==> src/rtl/calib_readout_if.sv <==
// Bus bundle for calib_readout: calibration RAM read port plus the 8-bit
// valid/ready byte stream toward the host uplink.
// master = calib_readout side, slave = RAM / uplink side.
interface calib_readout_if;
   logic       calib_rden;
   logic       calib_rdbank;
   logic [9:0] calib_rdaddr;
   logic [7:0] calib_rddata;
   logic [7:0] tx_data;
   logic       tx_valid;
   logic       tx_ready;

   modport master (
      output calib_rden, calib_rdbank, calib_rdaddr, tx_data, tx_valid,
      input  calib_rddata, tx_ready
   );

   modport slave (
      input  calib_rden, calib_rdbank, calib_rdaddr, tx_data, tx_valid,
      output calib_rddata, tx_ready
   );
endinterface

==> src/rtl/calib_readout.sv <==
// calib_readout: reads a completed calibration bank byte by byte and frames
// it as SYNC(2) + LEN(2) + payload [+ checksum] on an 8-bit valid/ready
// stream. Only one RAM read is ever outstanding, so no data is discarded.
// Optional checksum byte: define CALIB_READOUT_CHECKSUM_EN.
module calib_readout #(
   parameter int          RAM_LATENCY = 1,
   parameter int          MAX_POINTS  = 64,
   parameter logic [15:0] SYNC_WORD   = 16'hA55A
) (
   input  logic            i_clk_50m,
   input  logic            i_rst,
   input  logic            i_read_en,
   input  logic            i_calib_make,
   input  logic            i_calib_pingpang,
   input  logic [15:0]     i_calib_points,
   calib_readout_if.master bus,
   output logic            o_busy,
   output logic            o_frame_done,
   output logic            o_make_drop
);

   typedef enum logic [2:0] {
      IDLE  = 3'd0,
      HDR   = 3'd1,
      RD    = 3'd2,
      RWAIT = 3'd3,
      DATA  = 3'd4,
`ifdef CALIB_READOUT_CHECKSUM_EN
      CSUM  = 3'd5,
`endif
      DONE  = 3'd6
   } state_t;

   state_t      state;
   logic        rd_bank;
   logic [15:0] len;
   logic [1:0]  hdr_idx;
   logic [1:0]  lat_cnt;
   logic        rden;
   logic        rdbank;
   logic [9:0]  rdaddr;
   logic [7:0]  tx_data;
   logic        tx_valid;
   logic        busy;
   logic        frame_done;
   logic        make_drop;
   logic        hs;
   logic        last_byte;
   logic [15:0] clamp_len;
   logic [7:0]  hdr_next;

`ifdef CALIB_READOUT_CHECKSUM_EN
   logic [7:0]  sum;
   logic [7:0]  sum_next;
   // running sum including the byte currently on the bus
   assign sum_next = sum + tx_data;
`endif

   assign hs        = tx_valid & bus.tx_ready;
   assign last_byte = ({6'd0, rdaddr} == len - 16'd1);
   assign clamp_len = (i_calib_points > 16'(MAX_POINTS)) ? 16'(MAX_POINTS * 8)
                                                         : {i_calib_points[12:0], 3'b000};

   // header byte that follows the one currently being offered
   always_comb begin
      hdr_next = len[7:0];
      case (hdr_idx)
         2'd0:    hdr_next = SYNC_WORD[7:0];
         2'd1:    hdr_next = len[15:8];
         default: hdr_next = len[7:0];
      endcase
   end

   // frame FSM; every output is a register updated here
   always_ff @(posedge i_clk_50m) begin
      if (i_rst) begin
         state      <= IDLE;
         rd_bank    <= 1'b0;
         len        <= 16'd0;
         hdr_idx    <= 2'd0;
         lat_cnt    <= 2'd0;
         rden       <= 1'b0;
         rdbank     <= 1'b0;
         rdaddr     <= 10'd0;
         tx_data    <= 8'd0;
         tx_valid   <= 1'b0;
         busy       <= 1'b0;
         frame_done <= 1'b0;
         make_drop  <= 1'b0;
`ifdef CALIB_READOUT_CHECKSUM_EN
         sum        <= 8'd0;
`endif
      end else begin
         frame_done <= 1'b0;
         rden       <= 1'b0;
         make_drop  <= i_calib_make & (state != IDLE);
         case (state)
            IDLE: if (i_calib_make && i_read_en) begin
               state    <= HDR;
               busy     <= 1'b1;
               rd_bank  <= ~i_calib_pingpang;
               len      <= clamp_len;
               hdr_idx  <= 2'd0;
               tx_data  <= SYNC_WORD[15:8];
               tx_valid <= 1'b1;
`ifdef CALIB_READOUT_CHECKSUM_EN
               sum      <= 8'd0;
`endif
            end
            HDR: if (hs) begin
`ifdef CALIB_READOUT_CHECKSUM_EN
               // length bytes are covered, sync bytes are not
               if (hdr_idx[1]) sum <= sum_next;
`endif
               hdr_idx <= hdr_idx + 2'd1;
               if (hdr_idx == 2'd3) begin
                  if (len == 16'd0) begin
`ifdef CALIB_READOUT_CHECKSUM_EN
                     state    <= CSUM;
                     tx_data  <= sum_next;
`else
                     state      <= DONE;
                     tx_valid   <= 1'b0;
                     frame_done <= 1'b1;
`endif
                  end else begin
                     state    <= RD;
                     rden     <= 1'b1;
                     rdaddr   <= 10'd0;
                     rdbank   <= rd_bank;
                     tx_valid <= 1'b0;
                  end
               end else begin
                  tx_data <= hdr_next;
               end
            end
            RD: begin
               state   <= RWAIT;
               lat_cnt <= 2'd0;
            end
            RWAIT: begin
               if (lat_cnt == 2'(RAM_LATENCY - 1)) begin
                  tx_data  <= bus.calib_rddata;
                  tx_valid <= 1'b1;
                  state    <= DATA;
               end else begin
                  lat_cnt <= lat_cnt + 2'd1;
               end
            end
            DATA: if (hs) begin
               if (last_byte) begin
`ifdef CALIB_READOUT_CHECKSUM_EN
                  state   <= CSUM;
                  tx_data <= sum_next;
`else
                  state      <= DONE;
                  tx_valid   <= 1'b0;
                  frame_done <= 1'b1;
`endif
               end else begin
`ifdef CALIB_READOUT_CHECKSUM_EN
                  sum      <= sum_next;
`endif
                  state    <= RD;
                  rden     <= 1'b1;
                  rdaddr   <= rdaddr + 10'd1;
                  rdbank   <= rd_bank;
                  tx_valid <= 1'b0;
               end
            end
`ifdef CALIB_READOUT_CHECKSUM_EN
            CSUM: if (hs) begin
               state      <= DONE;
               tx_valid   <= 1'b0;
               frame_done <= 1'b1;
            end
`endif
            DONE: begin
               state <= IDLE;
               busy  <= 1'b0;
            end
            default: state <= IDLE;
         endcase
      end
   end

   assign bus.calib_rden   = rden;
   assign bus.calib_rdbank = rdbank;
   assign bus.calib_rdaddr = rdaddr;
   assign bus.tx_data      = tx_data;
   assign bus.tx_valid     = tx_valid;
   assign o_busy           = busy;
   assign o_frame_done     = frame_done;
   assign o_make_drop      = make_drop;

endmodule

==> src/flat_wrapper.sv <==
// flat-port wrapper written by rule: the top's interface ports become plain ports
module calib_readout_flat 
#(
   parameter int          RAM_LATENCY = 1,
   parameter int          MAX_POINTS  = 64,
   parameter logic [15:0] SYNC_WORD   = 16'hA55A
)
  (i_clk_50m, i_rst, i_read_en, i_calib_make, i_calib_pingpang, i_calib_points, o_busy, o_frame_done, o_make_drop, bus_calib_rden, bus_calib_rdbank, bus_calib_rdaddr, bus_tx_data, bus_tx_valid, bus_calib_rddata, bus_tx_ready);
  calib_readout_if bus_i ();
  input  logic i_clk_50m;
  input  logic i_rst;
  input  logic i_read_en;
  input  logic i_calib_make;
  input  logic i_calib_pingpang;
  input  logic [15:0] i_calib_points;
  output logic o_busy;
  output logic o_frame_done;
  output logic o_make_drop;
  output wire logic [$bits(bus_i.calib_rden)-1:0] bus_calib_rden;
  output wire logic [$bits(bus_i.calib_rdbank)-1:0] bus_calib_rdbank;
  output wire logic [$bits(bus_i.calib_rdaddr)-1:0] bus_calib_rdaddr;
  output wire logic [$bits(bus_i.tx_data)-1:0] bus_tx_data;
  output wire logic [$bits(bus_i.tx_valid)-1:0] bus_tx_valid;
  input wire logic [$bits(bus_i.calib_rddata)-1:0] bus_calib_rddata;
  input wire logic [$bits(bus_i.tx_ready)-1:0] bus_tx_ready;
  assign bus_calib_rden = bus_i.calib_rden;
  assign bus_calib_rdbank = bus_i.calib_rdbank;
  assign bus_calib_rdaddr = bus_i.calib_rdaddr;
  assign bus_tx_data = bus_i.tx_data;
  assign bus_tx_valid = bus_i.tx_valid;
  assign bus_i.calib_rddata = bus_calib_rddata;
  assign bus_i.tx_ready = bus_tx_ready;
  calib_readout #(.RAM_LATENCY(RAM_LATENCY), .MAX_POINTS(MAX_POINTS), .SYNC_WORD(SYNC_WORD)) u_core (.i_clk_50m(i_clk_50m), .i_rst(i_rst), .i_read_en(i_read_en), .i_calib_make(i_calib_make), .i_calib_pingpang(i_calib_pingpang), .i_calib_points(i_calib_points), .bus(bus_i), .o_busy(o_busy), .o_frame_done(o_frame_done), .o_make_drop(o_make_drop));
endmodule
==> config.mk <==
export PLATFORM = sky130hd
export DESIGN_NAME = calib_readout_flat
export DESIGN_NICKNAME = d
export VERILOG_FILES = /design/src/rtl/calib_readout_if.sv /design/src/rtl/calib_readout.sv /design/src/flat_wrapper.sv
export SDC_FILE = /design/constraint.sdc
export NUM_CORES = 1
export LEC_CHECK = 0
export ABC_AREA = 0
export CORE_ASPECT_RATIO = 1.1
export CORE_MARGIN = 8
export CORE_UTILIZATION = 51
export CTS_CLUSTER_DIAMETER = 40
export CTS_CLUSTER_SIZE = 8
export DETAILED_ROUTE_END_ITERATION = 10
export PLACE_DENSITY = 0.79
export SLEW_MARGIN = 20
export SYNTH_ARGS = -nofsm -noshare
export SYNTH_HDL_FRONTEND = slang
export SYNTH_SLANG_ARGS = --single-unit
export TNS_END_PERCENT = 10
==> constraint.sdc <==
create_clock -name i_clk_50m -period 3.17 [get_ports i_clk_50m]
set_clock_uncertainty 0.15 [all_clocks]
set_input_delay 0.634 -clock i_clk_50m [delete_from_list [all_inputs] [get_ports i_clk_50m]]
set_output_delay 0.634 -clock i_clk_50m [all_outputs]
set_load 0.03 [all_outputs]
; Word level (Yosys, flattened, before mapping)
; Cells that the tools add are included.
[classes]
muxes = 51
magnitude_cmp = 1
n_eq_ne = 17
add_sub_neg = 4
bitwise = 3
n_reduce_logical = 20
[ops]
columns = operator, count
row1 = $mux W10, 5
row2 = $mux W8, 4
row3 = $pmux W8 S3, 1
row4 = $mux W3, 7
row5 = $mux W1, 20
row6 = $pmux W10 S2, 1
row7 = $eq A10 B16 Y1, 1
row8 = $gt A16 B7 Y1 const B, 1
row9 = $logic_not A16 Y1, 1
row10 = $mux W16, 1
row11 = $pmux W8 S2, 1
row12 = $sub A16 B1 Y16 const B, 1
row13 = $pmux W3 S5, 1
row14 = $reduce_and A6 Y1, 2
row15 = $add A10 B1 Y10 const B, 1
row16 = $ne A2 B1 Y1 const B, 5
row17 = $reduce_and A5 Y1, 2
row18 = $ne A2 B2 Y1 const B, 4
row19 = $pmux W1 S2, 4
row20 = $pmux W2 S2, 2
row21 = $reduce_bool A2 Y1, 4
row22 = $eq A3 B2 Y1 const B, 2
row23 = $eq A3 B3 Y1 const B, 2
row24 = $mux W2, 3
row25 = other kinds (14), 20
[totals]
inputBits = 30
word_cells = 109
output_inout_bits = 24
ff_bits = 48

; Logic depth before layout (Yosys ltp)
[logic_depth]
depth_word = 5
depth_mapped = 11
ltp_nobuf = 9

; Worst setup path after synthesis
; OpenSTA, ideal clock, no wires.
[synth_path]
path_type = reg-to-reg
start = reg u_core.len[3]
end = reg u_core.rdaddr[9] (netlist: u_core.bus.calib_rdaddr[9])
path_buffers = 2
slack_ns = 0.747
required_ns = 2.884
stages_incl_launch_ff = 12
setup_time_ns = 0.136
arrival_time_ns = 2.138
period_less_slack_ns = 2.423
cell_sequence = dfxtp_1 > buf_6 > inv_1 > ha_1 > nor3b_2 > nand2_1 > or3b_1 > o21a_1 > nor4b_4 > nand2b_1 > buf_4 > o32ai_1
[synth_between]
elab_chain_cells = 4
elab_cells_between_ends = 6
classes_between = add/sub (1) / eq/ne (3) / reduce/logical (2)
[synth_rtl]
columns = item, line_no
row1 = "start, declared", calib_readout.sv:36  ; logic [15:0] len;
row2 = "start signal, assigned", calib_readout.sv:102  ; len <= clamp_len;
row3 = $sub A16 B1 Y16, calib_readout.sv:60  ; assign last_byte = ({6'd0, rdaddr} == len - 16'd1);
row4 = $eq A10 B16 Y1, calib_readout.sv:60
row5 = $ne A2 B2 Y1 (no line), --
row6 = $reduce_and A6 Y1 (no line) *, --
row7 = "end signal, assigned", calib_readout.sv:166  ; rdaddr <= rdaddr + 10'd1;
row8 = "end, declared", calib_readout.sv:41  ; logic [9:0] rdaddr;
; Every way passes the cells marked *; elsewhere a longest branch is shown, timed or not.
; A chain may end at the register's enable or synchronous reset.

; Worst setup path after layout
[layout_path]
start = reg u_core.len[4]
end = reg u_core.rdaddr[9] (netlist: u_core.bus.calib_rdaddr[9])
; The elaborated chain is that of the path after synthesis.

==> metrics.cfg <==
[placement]
place_ws_ps = 377
gp_congestion = 0.843
dp_hpwl_um = 4840
port_buffers = 53
dpl_cell_area_mm2 = 0.00317

[grt]
grt.total_usage_pct = 17.5
antenna_found_initial = 0
grt_max_degree = 39
grt_pass1_vias = 2449
grt_pass1_wl_um = 11300
grt.overflow.total = 0

[cts]
cts_tree = done
cts-hold-fix-buffers = 0
root_buffer = clkbuf_8
cts_setup_buffers = 0
clk_latency_ps = 300
cts_resized = 0
cts_buffers = 5
cts_max_level = 2
numClockSinks = 45
clk_pin_slew_ps = 80
cts_buffer_depth = 2

[yosys]
ys_seq_elements = 45
ys_seq_area_share_pct = 34.2
syn_area_mm2 = 0.00264
yosysTopAreaCellShare_pct = 34.2
postSynthCellCount = 337
avgSynthCellArea_um2 = 7.82
synth_edf_count = 0
synthArstFlopShare_pct = 0
yosysUniqueCellTypes = 54
yosys_warnings = 0
synthTopCellsByArea = dfxtp_1 (34%), nor2_1 (7.7%), a21oi_1 (4.7%)
synth_ff_type = dfxtp_1
yosysTopAreaCell = dfxtp_1
synth.net_count = 373

[die]
die_h_um = 91.4
ios = 54
die_w_um = 84.6
die_area_mm2 = 0.00773
fp-row-count = 27
start_util_pct = 52.7
coreArea_mm2 = 0.00500

[finish]
areaGrowthSynthToFinish_pct = 23.4
fillCellCount = 471
nNetsFinal = 417
seqCellArea_um2 = 901
n_antenna_cell = 0
multi_input_area_mm2 = 0.00161
final_area_mm2 = 0.00325
layout-drive-gt1-share_pct = 6.02

[power_and_ir_drop]
p_per_area_mw_per_mm2 = 527
leakage_nw = 1.20
ir_worst_vdd_uv = 395
p_total_w = 0.00171

[critical_path]
end_kind = flop
required_ps = 3210
cp_max_fo = 8
crit_arrival_ps = 2740
path_buf_inv = 1
critPathMaxStageDelay_ps = 370
critPathLaunchType = flop
crit_type = reg -> reg
slowest_stage = dfxtp_1
path_cells = inv_1 -> ha_1 -> nor3b_2 -> nand2_1 -> or3b_1 -> o21a_1 -> nor4b_4 -> nand2b_1 -> o32ai_1
critPathTopFamily = simple AND/OR/NAND/NOR gates

[timing]
slew_viol_final = 0
fmax_mhz = 370
timing_worst_slew_pin_value_ps = 515
rsz0062_at_grt = no
max_slew_margin_pct = 65.6
hold_viol = 0
finalCritPeriodShare_pct = 85.3
hold_ws_ps = 351
finalSetupViolCount = 0
period_minus_slack_ps = 2700
worst_slack_ps = 467
fin_setup_tns_ps = 0

[drt]
drtAntennaViolNets = 0
routed_wl_um = 6470
routed_via_density = 5.68
drcViolationCount = 0
drt_iter0_markers = 93
firstDrtPassIters = 4
wl_per_cell_um = 14.7
vias = 2500

[min_path]
hold_class = reg -> reg

[run]
max_cap_viol_count = 0

[status]
status = completed

## path summary, 6_finish.rpt
kind | startpoint | endpoint | slack, ps | cells after the start
max | u_core.len[4]$_SDFFE_PP0P_ | u_core.bus.calib_rdaddr[9]$_SDFFE_PP0P_ | 470 | 9
min | u_core.bus.tx_data[1]$_SDFFE_PP0P_ | u_core.bus.tx_data[1]$_SDFFE_PP0P_ | 350 | 2
max reg2reg | u_core.len[4]$_SDFFE_PP0P_ | u_core.bus.calib_rdaddr[9]$_SDFFE_PP0P_ | 470 | 9
min reg2reg | u_core.bus.tx_data[1]$_SDFFE_PP0P_ | u_core.bus.tx_data[1]$_SDFFE_PP0P_ | 350 | 2
## layout make-up
type | instances | share of cell area [%]
clock buffer | 7 | 2.35
multi-input combinational | 265 | 49.6
sequential | 45 | 27.7
inverter | 8 | 0.923
timing repair buffer | 56 | 17.0
clock inverter | 1 | 0.231
tap | 58 | 2.23
## routing by layer
metal / GRT usage [%] / routed length (µm)
met1: 21.6 / 3010
met2: 27.9 / 2920
met5: 0 / 0
met4: 6.69 / 131
met3: 5.14 / 404
## cell usage in the layout (no fill, tap or decap), drive strengths merged, types with 3 or more instances in the layout
| cell | synthesis | routed |
|---|---|---|
| a211oi | 8 | 8 |
| a21oi | 27 | 27 |
| a22oi | 8 | 8 |
| a31oi | 4 | 4 |
| and2 | 9 | 9 |
| and3 | 6 | 6 |
| buf | 5 | 3 |
| clkbuf | 14 | 7 |
| clkdlybuf4s50 | 0 | 53 |
| dfxtp | 45 | 45 |
| ha | 6 | 6 |
| inv | 8 | 8 |
| mux2i | 4 | 4 |
| nand2 | 19 | 19 |
| nand2b | 9 | 9 |
| nand3 | 9 | 9 |
| nand3b | 4 | 4 |
| nor2 | 55 | 55 |
| nor2b | 13 | 13 |
| nor3 | 14 | 14 |
| nor3b | 4 | 4 |
| nor4 | 4 | 4 |
| o21ai | 24 | 24 |
| o31ai | 3 | 3 |
| or4 | 3 | 3 |
| xnor2 | 7 | 7 |
## sequential cells by signal, summed over array words and instances (netlist names), 2 cells and up
register / count
u_core.len: 13
u_core.bus.calib_rdaddr: 10
u_core.lat_cnt: 2
u_core.hdr_idx: 2
u_core.bus.tx_data: 8
u_core.state: 3
## where the power goes
| part | total, W | switching, W | leakage [nW] | internal [W] |
|---|---|---|---|---|
| logic | 0.000663 | 0.000386 | 0.796 | 0.000278 |
| clock network | 0.000351 | 0.000195 | 0.0385 | 0.000156 |
| registers | 0.000699 | 0.0000721 | 0.365 | 0.000627 |
## cell usage after synthesis (3+ instances only)
cell	n
a211oi_1	8
a21oi_1	25
a22oi_1	8
a31oi_1	4
and2_1	9
and3_1	6
clkbuf_1	14
dfxtp_1	45
ha_1	6
inv_1	8
mux2i_1	4
nand2_1	19
nand2b_1	9
nand3_1	9
nand3b_1	4
nor2_1	54
nor2b_1	13
nor3_1	13
nor3b_1	3
nor4_1	3
o21ai_0	9
o21ai_1	14
o31ai_1	3
xnor2_1	7
## metrics by stage
stage	util (%)	instances
global route	65.1	440
global placement	63.4	432
finish	65.1	440
detailed placement	63.4	432
CTS	65.1	440
floorplan	-	337
## tightest hold or removal path, stage by stage, from the launching register on
cell and delay, ps:
dfxtp_1 340, a21oi_1 60, nor2_1 70
## kinds of logic (layout without fill, tap and decap cells)
| kind of cell | Yosys count | in the layout | share of synthesized area [%] |
|---|---|---|---|
| DFF | 45 | 45 | 34.2 |
| AOI/OAI and AO/OA | 84 | 84 | 20.1 |
| xor gates and xnor gates | 9 | 9 | 2.99 |
| muxes | 4 | 4 | 1.52 |
| adders and majority gates | 6 | 6 | 2.85 |
| and+or+nand+nor | 162 | 162 | 33.7 |
| buffers and inverters | 27 | 72 | 4.65 |
No activity file was read; power rests on OpenSTA's default activity.
